## src/rtl/conv1d_seq_pkg.sv

```systemverilog
// rtl/conv1d_seq_pkg.sv - shared types and defaults for the conv1d systolic sequencer
package conv1d_seq_pkg;

    localparam int DEF_DW       = 32;
    localparam int DEF_NTAPS    = 10;
    localparam int DEF_PIPE_LAT = 2;

    typedef enum logic [2:0] {
        S_IDLE,
        S_CLEAR,
        S_LOAD_W,
        S_STREAM,
        S_FLUSH,
        S_DRAIN,
        S_DONE
    } seq_state_t;

    // PE weight write index: 0 means no write, k+1 addresses tap k
    localparam logic [31:0] PE_IDX_NONE = 32'd0;

    function automatic logic [31:0] pe_idx(input int k);
        return 32'(k + 1);
    endfunction

endpackage

```

## src/rtl/conv1d_sys_sequencer_if.sv

```systemverilog
// rtl/conv1d_sys_sequencer_if.sv - weight, sample and result streams of the conv1d sequencer
interface conv1d_sys_sequencer_if #(
    parameter int DW = 32
);
    logic          w_valid;
    logic          w_ready;
    logic [DW-1:0] w_data;
    logic          x_valid;
    logic          x_ready;
    logic [DW-1:0] x_data;
    logic          y_valid;
    logic          y_ready;
    logic [DW-1:0] y_data;
    logic          y_last;

    modport master (
        output w_valid, w_data, x_valid, x_data, y_ready,
        input  w_ready, x_ready, y_valid, y_data, y_last
    );

    modport slave (
        input  w_valid, w_data, x_valid, x_data, y_ready,
        output w_ready, x_ready, y_valid, y_data, y_last
    );
endinterface

```

## src/rtl/conv1d_seq_out_fifo.sv

```systemverilog
// rtl/conv1d_seq_out_fifo.sv - synchronous result FIFO with count/empty/full and flush
module conv1d_seq_out_fifo #(
    parameter int DW    = 32,
    parameter int DEPTH = 4
) (
    input  logic                         clk,
    input  logic                         rst,
    input  logic                         flush,
    input  logic                         push,
    input  logic [DW-1:0]                din,
    input  logic                         pop,
    output logic [DW-1:0]                dout,
    output logic [$clog2(DEPTH+1)-1:0]   count,
    output logic                         empty,
    output logic                         full
);
    localparam int AW = (DEPTH > 1) ? $clog2(DEPTH) : 1;
    localparam int CW = $clog2(DEPTH + 1);

    logic [DW-1:0] mem [DEPTH];
    logic [AW-1:0] rd_ptr, wr_ptr;
    logic          do_push, do_pop;

    assign empty   = (count == '0);
    assign full    = (count == CW'(DEPTH));
    assign do_push = push && !full;
    assign do_pop  = pop && !empty;
    assign dout    = mem[rd_ptr];

    always_ff @(posedge clk) begin
        if (do_push) mem[wr_ptr] <= din;
    end

    always_ff @(posedge clk) begin
        if (rst || flush) begin
            rd_ptr <= '0;
            wr_ptr <= '0;
            count  <= '0;
        end else begin
            if (do_push) wr_ptr <= (wr_ptr == AW'(DEPTH - 1)) ? '0 : wr_ptr + AW'(1);
            if (do_pop)  rd_ptr <= (rd_ptr == AW'(DEPTH - 1)) ? '0 : rd_ptr + AW'(1);
            count <= count + CW'(do_push) - CW'(do_pop);
        end
    end
endmodule

```

## src/rtl/conv1d_sys_sequencer.sv

```systemverilog
// rtl/conv1d_sys_sequencer.sv - job sequencer for the 1-D convolution systolic array
// Optional CONV1D_SEQ_PERF_EN adds perf_cycles/perf_stalls counters.
module conv1d_sys_sequencer
    import conv1d_seq_pkg::*;
#(
    parameter int DW       = DEF_DW,
    parameter int NTAPS    = DEF_NTAPS,
    parameter int LEN_W    = 16,
    parameter int PIPE_LAT = DEF_PIPE_LAT,
    parameter int FIFO_D   = 4
) (
    input  logic                  clk,
    input  logic                  rst,
    input  logic                  start,
    input  logic [LEN_W-1:0]      cfg_len,
    output logic                  busy,
    output logic                  done,
    conv1d_sys_sequencer_if.slave bus,
    output logic                  pe_rst,
    output logic                  pe_trigger,
    output logic [DW-1:0]         pe_din,
    output logic [DW-1:0]         pe_wen_idx,
    output logic [DW-1:0]         pe_wval,
    input  logic [DW-1:0]         pe_sum
`ifdef CONV1D_SEQ_PERF_EN
    ,
    output logic [31:0]           perf_cycles,
    output logic [31:0]           perf_stalls
`endif
);
    localparam int CW    = $clog2(FIFO_D + 1);
    localparam int OUT_W = LEN_W + $clog2(NTAPS) + 1;

    seq_state_t            state;
    logic [LEN_W-1:0]      len_q, cnt;
    logic [OUT_W-1:0]      out_idx;
    logic [CW-1:0]         inflight, fifo_cnt;
    logic [PIPE_LAT-1:0]   cap_sr;
    logic                  clr_q;
    logic                  fifo_empty, fifo_full;
    logic                  can_issue, w_fire, x_fire, flush_fire, issue, push, pop;

    // Reserve FIFO space for every sum still travelling through the array
    assign can_issue  = (int'(fifo_cnt) + int'(inflight)) < FIFO_D;
    assign bus.w_ready = (state == S_LOAD_W);
    assign bus.x_ready = (state == S_STREAM) && can_issue;
    assign w_fire     = bus.w_valid && bus.w_ready;
    assign x_fire     = bus.x_valid && bus.x_ready;
    assign flush_fire = (state == S_FLUSH) && can_issue;
    assign issue      = x_fire || flush_fire;

    assign pe_rst     = rst || clr_q;
    assign pe_trigger = issue;
    assign pe_din     = x_fire ? bus.x_data : '0;
    assign pe_wen_idx = w_fire ? DW'(pe_idx(int'(cnt))) : DW'(PE_IDX_NONE);
    assign pe_wval    = w_fire ? bus.w_data : '0;

    assign push        = cap_sr[PIPE_LAT-1];
    assign bus.y_valid = !fifo_empty;
    assign pop         = bus.y_valid && bus.y_ready;
    assign bus.y_last  = bus.y_valid && (out_idx == OUT_W'(len_q) + OUT_W'(NTAPS - 2));

    conv1d_seq_out_fifo #(.DW(DW), .DEPTH(FIFO_D)) u_fifo (
        .clk   (clk),
        .rst   (rst),
        .flush (clr_q),
        .push  (push),
        .din   (pe_sum),
        .pop   (pop),
        .dout  (bus.y_data),
        .count (fifo_cnt),
        .empty (fifo_empty),
        .full  (fifo_full)
    );

    always_ff @(posedge clk) begin
        if (rst) begin
            state    <= S_IDLE;
            busy     <= 1'b0;
            done     <= 1'b0;
            clr_q    <= 1'b0;
            len_q    <= '0;
            cnt      <= '0;
            out_idx  <= '0;
            inflight <= '0;
            cap_sr   <= '0;
        end else begin
            done     <= 1'b0;
            clr_q    <= 1'b0;
            cap_sr   <= (cap_sr << 1) | PIPE_LAT'(issue);
            inflight <= inflight + CW'(issue) - CW'(push);
            if (pop) out_idx <= out_idx + OUT_W'(1);
            case (state)
                S_IDLE: if (start) begin
                    len_q   <= cfg_len;
                    busy    <= 1'b1;
                    clr_q   <= 1'b1;
                    cnt     <= '0;
                    out_idx <= '0;
                    state   <= S_CLEAR;
                end
                S_CLEAR: begin
                    cap_sr   <= '0;
                    inflight <= '0;
                    state    <= S_LOAD_W;
                end
                S_LOAD_W: if (w_fire) begin
                    if (cnt == LEN_W'(NTAPS - 1)) begin
                        cnt <= '0;
                        if (len_q == '0) begin
                            busy  <= 1'b0;
                            done  <= 1'b1;
                            state <= S_DONE;
                        end else begin
                            state <= S_STREAM;
                        end
                    end else begin
                        cnt <= cnt + LEN_W'(1);
                    end
                end
                S_STREAM: if (x_fire) begin
                    if (cnt == len_q - LEN_W'(1)) begin
                        cnt   <= '0;
                        state <= S_FLUSH;
                    end else begin
                        cnt <= cnt + LEN_W'(1);
                    end
                end
                S_FLUSH: if (flush_fire) begin
                    if (cnt == LEN_W'(NTAPS - 2)) begin
                        cnt   <= '0;
                        state <= S_DRAIN;
                    end else begin
                        cnt <= cnt + LEN_W'(1);
                    end
                end
                S_DRAIN: if (inflight == '0 && fifo_empty) begin
                    busy  <= 1'b0;
                    done  <= 1'b1;
                    state <= S_DONE;
                end
                S_DONE:  state <= S_IDLE;
                default: state <= S_IDLE;
            endcase
        end
    end

`ifdef CONV1D_SEQ_PERF_EN
    always_ff @(posedge clk) begin
        if (rst || (state == S_IDLE && start)) begin
            perf_cycles <= '0;
            perf_stalls <= '0;
        end else begin
            if (busy) perf_cycles <= perf_cycles + 32'd1;
            if ((state == S_STREAM || state == S_FLUSH) && !can_issue)
                perf_stalls <= perf_stalls + 32'd1;
        end
    end
`endif

endmodule

```

## src/flat_wrapper.sv

```systemverilog
// flat-port wrapper written by rule: the top's interface ports become plain ports
module conv1d_sys_sequencer_flat import conv1d_seq_pkg::*;
#(
    parameter int DW       = DEF_DW,
    parameter int NTAPS    = DEF_NTAPS,
    parameter int LEN_W    = 16,
    parameter int PIPE_LAT = DEF_PIPE_LAT,
    parameter int FIFO_D   = 4
)
  (clk, rst, start, cfg_len, busy, done, pe_rst, pe_trigger, pe_din, pe_wen_idx, pe_wval, pe_sum, bus_w_valid, bus_w_data, bus_x_valid, bus_x_data, bus_y_ready, bus_w_ready, bus_x_ready, bus_y_valid, bus_y_data, bus_y_last);
  conv1d_sys_sequencer_if #(.DW(DW)) bus_i ();
  input  logic clk;
  input  logic rst;
  input  logic start;
  input  logic [LEN_W-1:0] cfg_len;
  output logic busy;
  output logic done;
  output logic pe_rst;
  output logic pe_trigger;
  output logic [DW-1:0] pe_din;
  output logic [DW-1:0] pe_wen_idx;
  output logic [DW-1:0] pe_wval;
  input  logic [DW-1:0] pe_sum;
  input wire logic [$bits(bus_i.w_valid)-1:0] bus_w_valid;
  input wire logic [$bits(bus_i.w_data)-1:0] bus_w_data;
  input wire logic [$bits(bus_i.x_valid)-1:0] bus_x_valid;
  input wire logic [$bits(bus_i.x_data)-1:0] bus_x_data;
  input wire logic [$bits(bus_i.y_ready)-1:0] bus_y_ready;
  output wire logic [$bits(bus_i.w_ready)-1:0] bus_w_ready;
  output wire logic [$bits(bus_i.x_ready)-1:0] bus_x_ready;
  output wire logic [$bits(bus_i.y_valid)-1:0] bus_y_valid;
  output wire logic [$bits(bus_i.y_data)-1:0] bus_y_data;
  output wire logic [$bits(bus_i.y_last)-1:0] bus_y_last;
  assign bus_i.w_valid = bus_w_valid;
  assign bus_i.w_data = bus_w_data;
  assign bus_i.x_valid = bus_x_valid;
  assign bus_i.x_data = bus_x_data;
  assign bus_i.y_ready = bus_y_ready;
  assign bus_w_ready = bus_i.w_ready;
  assign bus_x_ready = bus_i.x_ready;
  assign bus_y_valid = bus_i.y_valid;
  assign bus_y_data = bus_i.y_data;
  assign bus_y_last = bus_i.y_last;
  conv1d_sys_sequencer #(.DW(DW), .NTAPS(NTAPS), .LEN_W(LEN_W), .PIPE_LAT(PIPE_LAT), .FIFO_D(FIFO_D)) u_core (.clk(clk), .rst(rst), .start(start), .cfg_len(cfg_len), .busy(busy), .done(done), .bus(bus_i), .pe_rst(pe_rst), .pe_trigger(pe_trigger), .pe_din(pe_din), .pe_wen_idx(pe_wen_idx), .pe_wval(pe_wval), .pe_sum(pe_sum));
endmodule
```

## config.mk

```make
export PLATFORM = sky130hd
export DESIGN_NAME = conv1d_sys_sequencer_flat
export DESIGN_NICKNAME = d
export VERILOG_FILES = /design/src/rtl/conv1d_seq_pkg.sv /design/src/rtl/conv1d_sys_sequencer_if.sv /design/src/rtl/conv1d_seq_out_fifo.sv /design/src/rtl/conv1d_sys_sequencer.sv /design/src/flat_wrapper.sv
export SDC_FILE = /design/constraint.sdc
export NUM_CORES = 1
export LEC_CHECK = 0
export CORE_ASPECT_RATIO = 0.5
export CORE_MARGIN = 1
export CORE_UTILIZATION = 49
export CTS_CLUSTER_SIZE = 24
export DETAILED_ROUTE_END_ITERATION = 6
export PLACE_DENSITY = 0.81
export SLEW_MARGIN = 20
export SYNTH_ARGS = -nofsm -noshare
export SYNTH_HDL_FRONTEND = slang
export SYNTH_HIERARCHICAL = 1
export SYNTH_SLANG_ARGS = --single-unit
```

## constraint.sdc

```tcl
create_clock -name clk -period 4.3 [get_ports clk]
set_input_delay 0.43 -clock clk [delete_from_list [all_inputs] [get_ports clk]]
set_output_delay 0.43 -clock clk [all_outputs]
set_load 0.02 [all_outputs]
```

* After elaboration in Yosys (flattened, before gate mapping)
Memories as Yosys holds them, arrays and structs flattened. A register that Yosys moved wholly into a read port is not among the register bits. Cells that the tools add are included.
Word-level totals: register bits after elaboration 71, bits in writable memories 128, input port bits 118, output and inout bits 136, word-level logic and storage cells 116, memories kept 1
Memories:
- u_core.u_fifo.mem | words 4, width 32, read ports 1, clocked after Yosys merged registers in 1, write ports 1, line conv1d_seq_out_fifo.sv:20 | logic [DW-1:0] mem [DEPTH];
Cells by class: $add $sub $neg 12, order comparisons 1, equal/unequal tests 21, mux-type cells 42, bitwise gates (word level) 2, reductions and logical operators 25
Operator list (number):
- $mux W16 | 7
- $mux W32 | 3
- $pmux W16 S4 | 1
- $mux W21 | 3
- $eq A16 B4 Y1 const B | 2
- $lt A32 B4 Y1 const B | 1
- $mux W3 | 9
- $add A21 B1 Y21 const B | 1
- $eq A21 B21 Y1 | 1
- $pmux W3 S6 | 1
- $add A16 B1 Y17 const B | 1
- $add A16 B4 Y17 const B | 1
- $add A16 B1 Y16 const B | 1
- $eq A16 B16 Y1 | 1
- $logic_not A16 Y1 | 1
- $sub A16 B1 Y16 const B | 1
- $mux W1 | 12
- $ne A2 B2 Y1 const B | 6
- $eq A3 B3 Y1 const B | 3
- $logic_and A1 B1 Y1 | 9
- $logic_not A3 Y1 | 3
- $mux W2 | 4
- $reduce_and A8 Y1 | 1
- $add A3 B1 Y3 | 2
- other kinds (19) | 28

* Longest topological paths before layout
Gate-level depths: netlist of run 1.
depth in word-level cells 7, depth in mapped cells 13, depth with buffers taken out 11

* By module
The synthesis of run 1 kept the hierarchy.
By module, submodules not included:
- conv1d_seq_out_fifo | times used 1, cells each 221, area an instance 5102.4 um^2
- conv1d_sys_sequencer | times used 1, cells each 649, area an instance 4739.5 um^2

* Worst setup path before layout of run 1
Ideal clock, no wire load.
path kind reg2reg, start point register u_core.len_q[3], end point register u_core.state[2], library setup time 70 ps, data arrival time 2957 ps, data required time 4230 ps, path slack 1273 ps, stages on the path, launching flop included 12, path buffers 1, period minus slack after synthesis 3027 ps, cell sequence dfxtp_1 -> clkbuf_1 -> inv_1 -> ha_1 -> or4b_4 -> or4_4 -> o21ai_1 -> a311oi_1 -> nor4_2 -> a21oi_1 -> or4_1 -> a21oi_1
On the way: word-level cells in the longest chain between the ends 5
Ends and longest elaborated chain:
- from (decl) | line conv1d_sys_sequencer.sv:35 | logic [LEN_W-1:0] len_q, cnt;
- from (signal assigned) | line conv1d_sys_sequencer.sv:95 | len_q <= cfg_len;
- branches (longest 5 deep; another with $sub A16 B1 Y16)
- to (signal assigned) | line conv1d_sys_sequencer.sv:105 | state <= S_LOAD_W;
- to (signal assigned) | line conv1d_sys_sequencer.sv:113 | state <= S_DONE;
- to (signal assigned) | line conv1d_sys_sequencer.sv:115 | state <= S_STREAM;
- to (decl) | line conv1d_sys_sequencer.sv:34 | seq_state_t state;
Several ways; the timed one is not identified. The select of a mux whose other input is x is not followed. A chain may end at the register's enable or synchronous reset.

* Worst setup path after layout of run 1
start point register u_core.cnt[0], end point output pe_wen_idx[12]
On the way: word-level cells in the longest chain between the ends 2
Ends and longest elaborated chain:
- from (decl) | line conv1d_sys_sequencer.sv:35
- from (signal assigned) | line conv1d_sys_sequencer.sv:118 | cnt <= cnt + LEN_W'(1);
- from (signal assigned) | line conv1d_sys_sequencer.sv:126 | cnt <= cnt + LEN_W'(1);
- from (signal assigned) | line conv1d_sys_sequencer.sv:134 | cnt <= cnt + LEN_W'(1);
- $add A16 B1 Y17 | line conv1d_seq_pkg.sv:22 | return 32'(k + 1);
- $mux W32 | line conv1d_sys_sequencer.sv:55 | assign pe_wen_idx = w_fire ? DW'(pe_idx(int'(cnt))) : DW'(PE_IDX_NONE);
- to (decl) | line flat_wrapper.sv:21 | output logic [DW-1:0] pe_wen_idx;
No other way between the ends.

==> metrics.yaml, run 1 <==
fillCellCount: 1496
grt_pass1_vias: 7189
tns_ps: 0
worstHoldStart: "u_core/cap_sr[0]"
grt_first_pass_wirelength_um: 37400
ant_nets: 0
final_hold_viol_count: 0
antenna_cells: 0
path_common_cell: "and3_1"
antenna_found_initial: 0
met1_usage_pct: 28.5
rsz0062_at_grt: "no"
dp_slack_ps: 944
r2r-start: "u_core/len_q[3]"
slew_headroom_pct: 32.2
maxCapViolCount: 0
syn_to_final_growth_pct: 31.2
dr.pass1.iters: 5
cts_buffers: 19
htreeDepth: 1
clock_skew_ps: 13.8
finalNetCount: 1224
drt_iter0_drc: 422
hp-class: "reg2reg"
critPathMaxFanout: 9
ys_warn_count: 6
cts_root_buf: "clkbuf_16"
clk_latency_ps: 490
fin_util_pct: 66.0
fmax_mhz: 258
die_area_sq_mm: 0.0207
crit_arrival_ps: 3440
drc: 0
totalWireLength_um: 24100
cp-startpoint: "u_core/cnt[0]"
path_cells: "ha_1 -> and3_1 -> and3_1 -> and3_1 -> and3_1 -> nand3_1 -> or2_2 -> a21oi_1 -> clkdlybuf4s50_1"
dp_hpwl_um: 17100
grt_busiest_layer: "met2"
cts_setup_buffers: 0
grt_max_degree: 35
p_per_area_mw_per_mm2: 367
place.gp.congestion: 0.859
status: "completed"
drive_gt1_share_pct: 7.55
fin_crit_sh_pct: 90.0
ir_drop_mv: 0.201
post_drt_wl_per_cell_um: 17.6
crit_required_ps: 3870
critical_path_class: "reg2out"
critPathCaptureType: "output pin"
port_buffers: 238
clockBufferDepth: 3
clk_pin_slew_ps: 70
critPathSlowestCell: "clkdlybuf4s50_1"
grtUsageMet2_pct: 42.7
syn_area_sq_mm: 0.00984
core-area_sq_mm: 0.0195
synth.avg_cell_area_sq_um: 11.3
avgViaCountPerCell: 5.37
postCtsHoldBufs: 0
leakagePower_nw: 4.50
die_h_um: 102
finalMaxSlewViolations: 0
rows: 36
max_stage_delay_ps: 650
initial_utilization_pct: 50.3
fin_crit_ps: 3870
grt.overflow.total: 0
synthCells: 869
worst_pin_slew_ps: 1010
num_vias: 7333
cts_resized: 0
layout_setup_ws_ps: 428
ios: 254
seqCellArea_sq_mm: 0.00531
die_w_um: 202
setup_viol: 0
multi_input_area_sq_mm: 0.00414
startpoint_type: "flip-flop"
track_usage_pct: 23.0
grtUsageMet3_pct: 4.02
cts_tree: "done"
cts_sinks: 201
-- worst max-delay path: cells and delay by family, from the launching register on --
family / cells / cell delay (ps)
buffers and inverters: 1 / 650
DFF: 1 / 520
and+or+nand+nor: 6 / 1300
AOI/OAI and AO/OA: 1 / 240
adders and majority gates: 1 / 250
-- path summary, 6_finish.rpt --
check / endpoint / slack (ps) / depth (start not counted)
worst max-delay path: pe_wen_idx[12] / 430 / 9
worst min-delay path: u_core/cap_sr[1] / 410 / 2
worst max register to register: u_core/state[2] / 980 / 10
worst min register to register: u_core/cap_sr[1] / 410 / 2
-- power breakdown --
part           internal, mW  switching, mW
registers              2.10          0.112
logic                 0.449          0.522
clock network         0.855          0.697
-- area by class of cell --
class	instances	area share (%)
repair buffers	246	18.9
clock buffers	25	4.02
clock inverters	9	0.368
flip-flops and latches	201	41.1
inverters	31	0.902
well taps	266	2.58
multi-input cells	587	32.1
-- metal layers --
metal | share of wire [%] | vias to the layer above | wire length [um]
met2 | 51 | 254 | 12300
li1 | - | 3519 | -
met4 | 1.7 | 0 | 415
met5 | 0 | - | 0
met1 | 41 | 3529 | 9910
met3 | 5.9 | 31 | 1410
-- registers in the layout, indices dropped and copies added, names as in the netlist, 2 cells and up, named ones only --
name,flops
u_core/state,3
u_core/u_fifo/wr_ptr,2
u_core/u_fifo/count,3
u_core/out_idx,21
u_core/u_fifo/rd_ptr,2
u_core/cnt,16
u_core/inflight,3
u_core/len_q,16
u_core/u_fifo/mem,128
u_core/cap_sr,2
-- metrics by stage --
| step | cells | area (sq um) | power (mW) | hold WS, ps |
|---|---|---|---|---|
| 6_report | 1365 | 12900 | 4.74 | 415 |
| 5_1_grt | 1365 | 12900 | 4.96 | 434 |
| 4_1_cts | 1365 | 12900 | 4.77 | 417 |
| 3_5_place_dp | 1331 | 12300 | 3.22 | 406 |
| 3_3_place_gp | 1331 | 12300 | 3.20 | 404 |
| 2_1_floorplan | 883 | 9890 | 2.87 | 394 |
-- placed cells by master (no fill, tap or decap), types with 4 or more instances in the layout --
master           instances
a21o_1                   8
a21oi_1                 46
and2_1                  68
and3_1                  11
and4_1                   5
buf_4                    8
clkbuf_1                 5
clkbuf_16               20
clkdlybuf4s50_1        238
clkinv_2                 4
conb_1                  15
dfxtp_1                 72
edfxtp_1               128
ha_1                    18
inv_1                   31
mux4_2                  32
nand2_1                 70
nand2b_1                14
nand3_1                 29
nand4_1                 13
nor2_1                  55
nor2b_1                  8
nor3_1                  13
nor4_1                  11
o21ai_0                 28
or3_1                   14
or4_1                    4
xnor2_1                 35
xor2_1                  25
Power figures use the tool's default switching activity.
==> run 2, diff against run 1 <==
--- a/config.mk
+++ b/config.mk
@@ -10,7 +10,9 @@
 export CORE_UTILIZATION = 49
 export CTS_CLUSTER_SIZE = 24
 export DETAILED_ROUTE_END_ITERATION = 6
+export GPL_ROUTABILITY_DRIVEN = 0
 export PLACE_DENSITY = 0.81
+export SETUP_SLACK_MARGIN = 0.5
 export SLEW_MARGIN = 20
 export SYNTH_ARGS = -nofsm -noshare
 export SYNTH_HDL_FRONTEND = slang
==> run 2 against run 1 <==
  * Global-route usage down 0.58 points
  * Critical path depth unchanged
  * Cell area up 0.46%
  * Final cell count about the same
  * Non-clock buffer count down 1
  * Sequential cell count unchanged
  * Maximum frequency up 6.8%
  * Highest routed layer unchanged
==> metrics.yaml, run 2 (synthesis results as in run 1) <==
status: "completed"  # unchanged
critical_path_class: "reg2out"  # unchanged
dr_wl_met3_um: 1250  # was 1410 um
port_buffers: 238  # unchanged
antenna_cells: 0  # unchanged
final_hold_viol_count: 0  # unchanged
path_cells: "ha_1 -> nor2b_1 -> a21oi_1 -> o221ai_1 -> a22oi_1 -> nor4_1 -> nand3_1 -> nor4_1 -> clkdlybuf4s50_1"  # was ha_1 -> and3_1 -> and3_1 -> and3_1 -> and3_1 -> nand3_1 -> or2_2 -> a21oi_1 -> clkdlybuf4s50_1
ios: 254  # unchanged
cts_root_buf: "clkbuf_16"  # unchanged
grt_pass1_vias: 7151  # was 7189
r2r_cells: 10  # unchanged
rsz0062_at_grt: "yes"  # was no
fin_crit_ps: 3630  # was 3870 ps
slew_headroom_pct: 33.3  # was 32.2%
die_area_sq_mm: 0.0207  # unchanged
critPathMaxFanout: 8  # was 9
startpoint_type: "flip-flop"  # unchanged
drt-met1-wl_um: 9880  # was 9910 um
critPathSlowestCell: "clkdlybuf4s50_1"  # unchanged
fillCellCount: 1482  # was 1496
track_usage_pct: 22.4  # was 23.0%
dp_hpwl_um: 16700  # was 17100 um
setup_viol: 0  # unchanged
dr.pass1.iters: 5  # unchanged
syn_to_final_growth_pct: 31.8  # was 31.2%
rows: 36  # unchanged
crit_arrival_ps: 3200  # was 3440 ps
hold_path_depth: 2  # unchanged
postCtsHoldBufs: 0  # unchanged
clockBufferDepth: 3  # unchanged
drive_gt1_share_pct: 8.47  # was 7.55%
die_h_um: 102  # unchanged
clock_skew_ps: 7.39  # was 13.8 ps
path_common_cell: "nor4_1"  # was and3_1
finalMaxSlewViolations: 0  # unchanged
drc: 0  # unchanged
top_register: "u_core/u_fifo/mem"  # unchanged
die_w_um: 202  # unchanged
grt_max_degree: 35  # unchanged
grt_first_pass_wirelength_um: 36600  # was 37400 um
max_stage_delay_ps: 680  # was 650 ps
clk_pin_slew_ps: 60  # was 70 ps
cts_buffers: 19  # unchanged
maxCapViolCount: 0  # unchanged
totalWireLength_um: 23600  # was 24100 um
drt_iter0_drc: 432  # was 422
critPathCaptureType: "output pin"  # unchanged
whs_ps: 418  # was 415 ps
clk_latency_ps: 480  # was 490 ps
tns_ps: 0  # unchanged
fmax_mhz: 276  # was 258 MHz
initial_utilization_pct: 50.3  # unchanged
crit_required_ps: 3870  # about the same
final_common_cell: "clkdlybuf4s50_1"  # unchanged
cts_tree: "done"  # unchanged
htreeDepth: 1  # unchanged
num_vias: 7299  # was 7333
ant_nets: 0  # unchanged
core-area_sq_mm: 0.0195  # unchanged
cts_sinks: 201  # unchanged
layout_common_cells: "236 x clkdlybuf4s50_1, 128 x edfxtp_1, 70 x nand2_1"  # was 238 x clkdlybuf4s50_1, 128 x edfxtp_1, 72 x dfxtp_1
post_drt_wl_per_cell_um: 17.3  # was 17.6 um
hp-class: "reg2reg"  # unchanged
cp.depth: 9  # unchanged
largest_register_ffs: 128  # unchanged
ir_drop_mv: 0.205  # was 0.201 mV
top_layer: "met4"  # unchanged
leakagePower_nw: 4.55  # was 4.50 nW
finalNetCount: 1223  # was 1224
avgViaCountPerCell: 5.35  # was 5.37
antenna_found_initial: 0  # unchanged
worst_pin_slew_ps: 997  # was 1010 ps
wl_met2_um: 12000  # was 12300 um
p_per_area_mw_per_mm2: 375  # was 367 mW/mm^2
reg.largest.list: "u_core/u_fifo/mem (128), u_core/out_idx (21)"  # unchanged
fin_crit_sh_pct: 84.4  # was 90.0%
worst-path-buf-inv: 1  # unchanged
grt.overflow.total: 0  # unchanged
cp_top_family: "simple AND/OR/NAND/NOR gates"  # unchanged
==> run 2: cell types whose count changed in the layout (fill, tap and decap cells not counted), moves of 2 or more <==
cell / change
clkbuf_1: -5
dfxtp_1: -5
dfxtp_2: +5
bufinv_16: +2
clkbuf_8: +2
clkdlybuf4s50_1: -2
clkinv_2: +2
==> run 2: worst paths after layout <==
check | from | endpoint | slack, ps
setup reg to reg | u_core/len_q[4] | u_core/state[2] | 1040
hold / removal | u_core/cap_sr[0] | u_core/cap_sr[1] | 420
setup / recovery | u_core/len_q[4] | bus_y_last | 670
hold reg to reg | u_core/cap_sr[0] | u_core/cap_sr[1] | 420
==> run 2: worst min-delay path: stages (launching register included) <==
cell and delay, ps:
dfxtp_1 300, inv_1 40, nor2_1 40
==> run 2: timing repair <==
action | 4_1_cts | 5_1_grt
setup buffers | 0 | 0
endpoints found under the setup margin | 1 | 6
gates resized for setup | 1 | 7
==> run 2: area by class of cell <==
type                       instances  area [sq um]  area share (%)
sequential                       201          5310            41.0
multi-input combinational        587          4140            32.0
timing repair buffer             245          2440            18.8
clock buffer                      21           503            3.88
tap                              266           333            2.57
clock inverter                    13           118           0.907
inverter                          31           116           0.898
==> run 2: report_power, final <==
part,switching (mW),internal (mW)
logic,0.529,0.449
clock network,0.705,0.966
registers,0.111,2.11
total,1.35,3.52
==> run 2: per-layer routing <==
layer	vias to the layer above	global-route usage (%)
met4	0	4.80
met3	33	3.48
met5	-	0
met1	3503	27.6
li1	3524	-
met2	239	42.1
==> run 2: through the flow <==
step | instance area [sq um] | instances | power, mW | util [%] | worst slack, ps
4_1_cts | 12900 | 1364 | 4.90 | 66.2 | 560
2_1_floorplan | 9890 | 883 | 2.87 | - | 1270
3_3_place_gp | 12300 | 1330 | 3.20 | 63.1 | 1060
3_5_place_dp | 12300 | 1330 | 3.22 | 63.1 | 934
6_report | 13000 | 1364 | 4.87 | 66.3 | 673
5_1_grt | 13000 | 1364 | 5.08 | 66.3 | 471
